==> src/rtl/cuatro_b.sv <==
// cuatro_b: registered threshold (majority) and odd-parity flags over a 6-bit word.
// W = {a,b,c,d,e,f}. x is set when popcount(W) >= MAJ_THRESHOLD, y is set when
// popcount(W) is odd. Both flags are flops, so results appear one clock after
// the word is sampled.
module cuatro_b #(
   parameter int unsigned MAJ_THRESHOLD = 4
) (
   input  logic clk,
   input  logic rst,
   input  logic a,
   input  logic b,
   input  logic c,
   input  logic d,
   input  logic e,
   input  logic f,
   output logic x,
   output logic y
);

   localparam int unsigned WORD_W = 6;
   localparam int unsigned CNT_W  = 3;
   localparam logic [CNT_W-1:0] THRESH = CNT_W'(MAJ_THRESHOLD);

   logic [WORD_W-1:0] w_word;
   logic [CNT_W-1:0]  w_cnt;
   logic              w_x_nxt;
   logic              w_y_nxt;
   logic              r_x;
   logic              r_y;

   assign w_word = {a, b, c, d, e, f};

   // Count the ones in the input word.
   always_comb begin
      w_cnt = '0;
      for (int i = 0; i < int'(WORD_W); i++) begin
         w_cnt = w_cnt + CNT_W'(w_word[i]);
      end
   end

   assign w_x_nxt = (w_cnt >= THRESH);
   assign w_y_nxt = ^w_word;

   // Result flops; reset clears both flags without waiting for a clock.
   always_ff @(posedge clk or posedge rst) begin
      if (rst) begin
         r_x <= 1'b0;
         r_y <= 1'b0;
      end else begin
         r_x <= w_x_nxt;
         r_y <= w_y_nxt;
      end
   end

   assign x = r_x;
   assign y = r_y;

endmodule

==> config.mk <==
export PLATFORM = sky130hd
export DESIGN_NAME = cuatro_b
export DESIGN_NICKNAME = d
export VERILOG_FILES = /design/src/rtl/cuatro_b.sv
export SDC_FILE = /design/constraint.sdc
export NUM_CORES = 1
export LEC_CHECK = 0
export BUFFER_PORTS_ARGS = -buffer_cell sky130_fd_sc_hd__buf_2
export CAP_MARGIN = 20
export CORE_AREA = 8 8 45 47
export DETAILED_ROUTE_END_ITERATION = 6
export DIE_AREA = 0 0 53 55
export REMOVE_ABC_BUFFERS = 1
export SYNTH_ARGS = -nofsm -noshare
export SYNTH_HDL_FRONTEND = slang
export SYNTH_SLANG_ARGS = --single-unit
==> constraint.sdc <==
create_clock -name clk -period 0.8 [get_ports clk]
set_input_delay 0.04 -clock clk [delete_from_list [all_inputs] [get_ports clk]]
set_output_delay 0.04 -clock clk [all_outputs]
set_load 0.02 [all_outputs]
==> metrics, run 1 <==
outcome finished with violations; failing checks setup timing; CP Max Fanout 2; total number of yosys warnings 0; Slew HR 89.35%; instance count of the mapped netlist 19; met2 Use GR around 6.4%; layout cells sized above 1 62.86%; first-pass GRT wire length between 800 and 900 µm; final WL 446 µm; Inserted Clock Buffers 3; port bufs 9; area growth from synthesis to layout 85.99%; Hold Crit Class input port to flip-flop; register area 50.05 µm²; grt ovf 0; Core Region 1384 µm²; PnR worst setup slack -0.4415 ns; TritonCTS clock tree yes; Place WS -0.7763 ns; cell area power density ~1600 nW/µm²; WS Path Type input port to flip-flop; Peak Freq between 0.8 and 0.9 GHz; routing usage on met3 3.209%; Crit. Startpoint b; Worst Setup EP x; GP Congestion between 0.6 and 0.7; residual DRC count 0; Post-Synthesis Cell Area 196.4 µm²; Clock Pin Slew Worst Setup and Hold Paths 0.03 ns; Filler cells 160; GR peak layer met4; htree depth 1; TritonRoute pass-1 iters 1; Critical Path RT 0.90 ns; antenna-violating nets left 0; multi-input combinational cell area 146.4 µm²; CTS max path bufs 2; Static Leakage 0.1938 nW; RSZ-0062 raised after global routing true; worst slew pin tran roughly 0.16 ns; Worst setup EP type flip-flop; routed len/inst 8.745 µm; Nets 49; Netlist cell types 9; clock sinks 2; I/O pins 10; Slew Viols, Final 0; vias per cell 3.333; total power draw 0.5729 mW; CP startpoint kind input port; Final Setup Violations 1; standard-cell rows 14; Seq cells post-synth 2; worst vdd ir 0.0003270 V; period utilization 155.2%; initial antenna violation count 0; Final min period 1.242 ns; commonest non-fill, non-tap cells in the layout 7 x buf_2, 5 x inv_1, 3 x clkbuf_4, 3 x buf_4; 1st-iter DRT viols 0; GRT met1 Usage 2.905%; average cell area after synthesis a little over 10 µm²; max_cap viols 0; vias in the first global route 231; ANT cells 0; total global-route track usage 4.326%; most common cell after layout, fill and taps aside buf_2; Root Driver clkbuf_4; Die Height roughly 55 µm; DR vias 170; Final Hold Vio Count 0; Starting Density 14.20%; largest net degree at the start of global routing 3; Die ar. a little under 3000 µm²; Seq/Total Area, Yosys 25.48%; TNS Setup -0.4415 ns; die width 53 µm; setup bufs post-CTS 0; placed cells 47; Arr. time, crit path 1.34 ns; final non-filler cell total 51
power by group:
part	switching, mW	leakage [nW]	total, mW	internal [mW]
clock network	0.0530	0.0138	0.218	0.165
logic	0.110	0.156	0.224	0.114
registers	0.00466	0.0241	0.131	0.126
total	0.168	0.194	0.573	0.405
worst min path at each step:
stage | from | endpoint | slack [ns] | depth (start not counted)
after floorplan | rst | x | -0.22 | 1
after global placement | rst | x | -0.11 | 2
after detailed placement | rst | y | -0.11 | 2
after CTS | c | x | 0.1 | 3
after global routing | c | x | 0.10 | 3
final | c | x | 0.09 | 3
synthesized netlist by cell type:
| master | instances | area (µm²) |
|---|---|---|
| dfrtp_1 | 2 | 50.05 |
| fa_1 | 2 | 40.04 |
| ha_1 | 2 | 25.02 |
| inv_1 | 8 | 30.03 |
| nand2_1 | 1 | 3.750 |
| o21bai_1 | 1 | 7.510 |
| xnor2_1 | 1 | 8.760 |
| xnor3_1 | 1 | 22.52 |
| xor2_1 | 1 | 8.760 |
critical path: stages:
cell	delay [ns]
buf_8	0.08
inv_4	0.03
fa_1	0.49
fa_2	0.35
inv_2	0.07
ha_4	0.19
nand2_2	0.05
o21bai_1	0.06
layer usage:
metal,vias up,wire (µm)
li1,84,-
met1,80,123
met2,6,261
met3,0,62
met4,0,0
met5,-,0
cells by family (layout without fill, tap and decap cells):
family | after synthesis | after routing | synth area share [%]
and+or+nand+nor | 1 | 1 | 1.909
buffers and inverters | 8 | 24 | 15.29
DFF | 2 | 2 | 25.48
xor gates and xnor gates | 3 | 3 | 20.38
AOI/OAI and AO/OA | 1 | 1 | 3.823
adders and majority gates | 4 | 4 | 33.12
cell type report:
cell class              instances  share of cell area, %
well taps                      16                  5.479
multi-input cells               9                  40.07
inverters                       8                  8.904
clock buffers                   3                  6.164
flip-flops and latches          2                  13.70
repair buffers                 13                  25.68
stage by stage:
stage	utilization (%)	instance area, µm²	hold slack (ns)
global placement	20.52	284.0	-0.1116
detailed placement	20.52	284.0	-0.1100
global route	26.40	365.4	0.1048
CTS	25.05	346.6	0.09890
floorplan	-	196.4	-0.2188
finish	26.40	365.4	0.09226
sequential cells by signal, summed over array words and instances, names as in the netlist:
signal,flops
x,1
y,1
timing repair:
| item | 4_1_cts | 5_1_grt |
|---|---|---|
| gates resized for setup | 8 | 3 |
| endpoints found under the hold margin | 2 | 0 |
| hold buffers | 1 | 0 |
| setup endpoints to repair | 1 | 2 |
| pin swaps | 4 | 4 |
(Power assumes the default switching activity.)
==> run 2: changes to the inputs <==
- CORE_AREA: 8 8 45 47 -> 2 2 39 41
- DIE_AREA: 0 0 53 55 -> 0 0 41 43
==> metrics, run 2 (synthesis gave the netlist of run 1 again) <==
Starting Density 14.20% (unchanged); GP Congestion 0.6662 (was 0.6812); ANT cells 0 (unchanged); Peak Freq 0.7915 GHz (was 0.8055 GHz); I/O pins 10 (unchanged); htree depth 1 (unchanged); die width 41 µm (was 53 µm); Final Setup Violations 1 (unchanged); period utilization 157.9% (was 155.2%); cell area power density 1573 nW/µm² (was 1568 nW/µm²); standard-cell rows 14 (unchanged); TritonRoute pass-1 iters 1 (unchanged); final WL 415 µm (was 446 µm); largest net degree at the start of global routing 3 (unchanged); setup bufs post-CTS 0 (unchanged); Worst Hold End x (unchanged); DR vias 165 (was 170); Core Region 1384 µm² (unchanged); CTS max path bufs 2 (unchanged); Critical Path RT 0.90 ns (about the same); Slew Viols, Final 0 (unchanged); max_cap viols 0 (unchanged); WS Path Type input port to flip-flop (unchanged); PnR worst setup slack -0.4635 ns (was -0.4415 ns); Place WS -0.7982 ns (was -0.7763 ns); outcome finished with violations (unchanged); worst slew pin tran 0.1487 ns (was 0.1592 ns); Inserted Clock Buffers 3 (unchanged); commonest non-fill, non-tap cells in the layout 6 x buf_2, 4 x inv_1, 3 x inv_2, 3 x clkbuf_4, 3 x buf_4 (was 7 x buf_2, 5 x inv_1, 3 x clkbuf_4, 3 x buf_4); total global-route track usage 6.048% (was 4.326%); CP startpoint kind input port (unchanged); port bufs 9 (unchanged); Root Driver clkbuf_4 (unchanged); CP Max Fanout 2 (unchanged); failing checks setup timing (unchanged); RSZ-0062 raised after global routing true (unchanged); Nets 49 (unchanged); Clock Pin Slew Worst Setup and Hold Paths 0.03 ns (about the same); Static Leakage 0.1948 nW (was 0.1938 nW); Slew HR 90.05% (was 89.35%); TritonCTS clock tree yes (unchanged); Hold Path Depth 3 (unchanged); Die Height 43 µm (was 55 µm); first-pass GRT wire length 690 µm (was 821 µm); area growth from synthesis to layout 89.17% (was 85.99%); HP Start c (unchanged); initial antenna violation count 0 (unchanged); Hold Crit Class input port to flip-flop (unchanged); clock sinks 2 (unchanged); most common cell after layout, fill and taps aside buf_2 (unchanged); Arr. time, crit path 1.36 ns (was 1.34 ns); layout cells sized above 1 65.71% (was 62.86%); 1st-iter DRT viols 0 (unchanged); routed len/inst 8.137 µm (was 8.745 µm); Final Hold Vio Count 0 (unchanged); vias per cell 3.235 (was 3.333); vias in the first global route 209 (was 231); WHS 0.09384 ns (was 0.09226 ns); worst vdd ir 0.0003750 V (was 0.0003270 V); Worst setup EP type flip-flop (unchanged); antenna-violating nets left 0 (unchanged); residual DRC count 0 (unchanged); Final min period 1.263 ns (was 1.242 ns); grt ovf 0 (unchanged); total power draw 0.5846 mW (was 0.5729 mW); Die ar. 1763 µm² (was 2915 µm²)
## run 2: cell types whose count changed in the layout (fill, tap and decap cells not counted)
cell   previous run  this run
inv_2             2         3
inv_1             5         4
buf_6             1         2
buf_2             7         6
## run 2: what timing repair did
| action | 4_1_cts | 5_1_grt |
|---|---|---|
| resized for setup | 10 | 3 |
| hold endpoints to repair | 2 | 0 |
| pin swaps | 5 | 3 |
| setup endpoints to repair | 2 | 2 |
| hold buffers | 1 | 0 |
## run 2: how the worst max path moves through the flow
stage / startpoint / endpoint / slack (ns) / depth (start not counted)
2_1_floorplan: a / x / -0.61 / 7
3_3_place_gp: a / x / -0.75 / 8
3_5_place_dp: a / x / -0.80 / 8
4_1_cts: d / x / -0.50 / 8
5_1_grt: a / x / -0.49 / 8
6_report: a / x / -0.46 / 8
## run 2: power by group
part | leakage [nW] | switching, mW | internal (mW)
sequential | 0.0241 | 0.00460 | 0.126
combinational | 0.157 | 0.112 | 0.120
clock | 0.0138 | 0.0558 | 0.165
total | 0.195 | 0.173 | 0.412
## run 2: worst max-delay path, cell delays in order
cell,delay [ns]
buf_8,0.08
inv_4,0.03
fa_1,0.50
fa_2,0.35
inv_2,0.07
ha_4,0.19
nand2_2,0.05
o21bai_1,0.06
## run 2: final cells by class
type / instances / area [µm²]
Tap cell: 16 / 20.02
Timing Repair Buffer: 13 / 100.1
Inverter: 8 / 32.53
Clock buffer: 3 / 22.52
Sequential cell: 2 / 50.05
Multi-Input combinational cell: 9 / 146.4
Fill cell: 148 / 1012
## run 2: metrics by stage
stage                     std cells  TNS (ns)  util, %  instance area [µm²]
after floorplan                  19   -0.6082        -                196.4
after global placement           47   -0.9865    20.52                284.0
after detailed placement         47    -1.025    20.52                284.0
after CTS                        51   -0.4983    25.95                359.1
after global routing             51   -0.4942    26.85                371.6
final                            51   -0.4635    26.85                371.6
## run 2: routing by layer
metal	global-route usage [%]	routed length, µm
met5	0	0
met4	6.000	0
met3	2.094	42
met2	9.375	225
met1	5.537	147
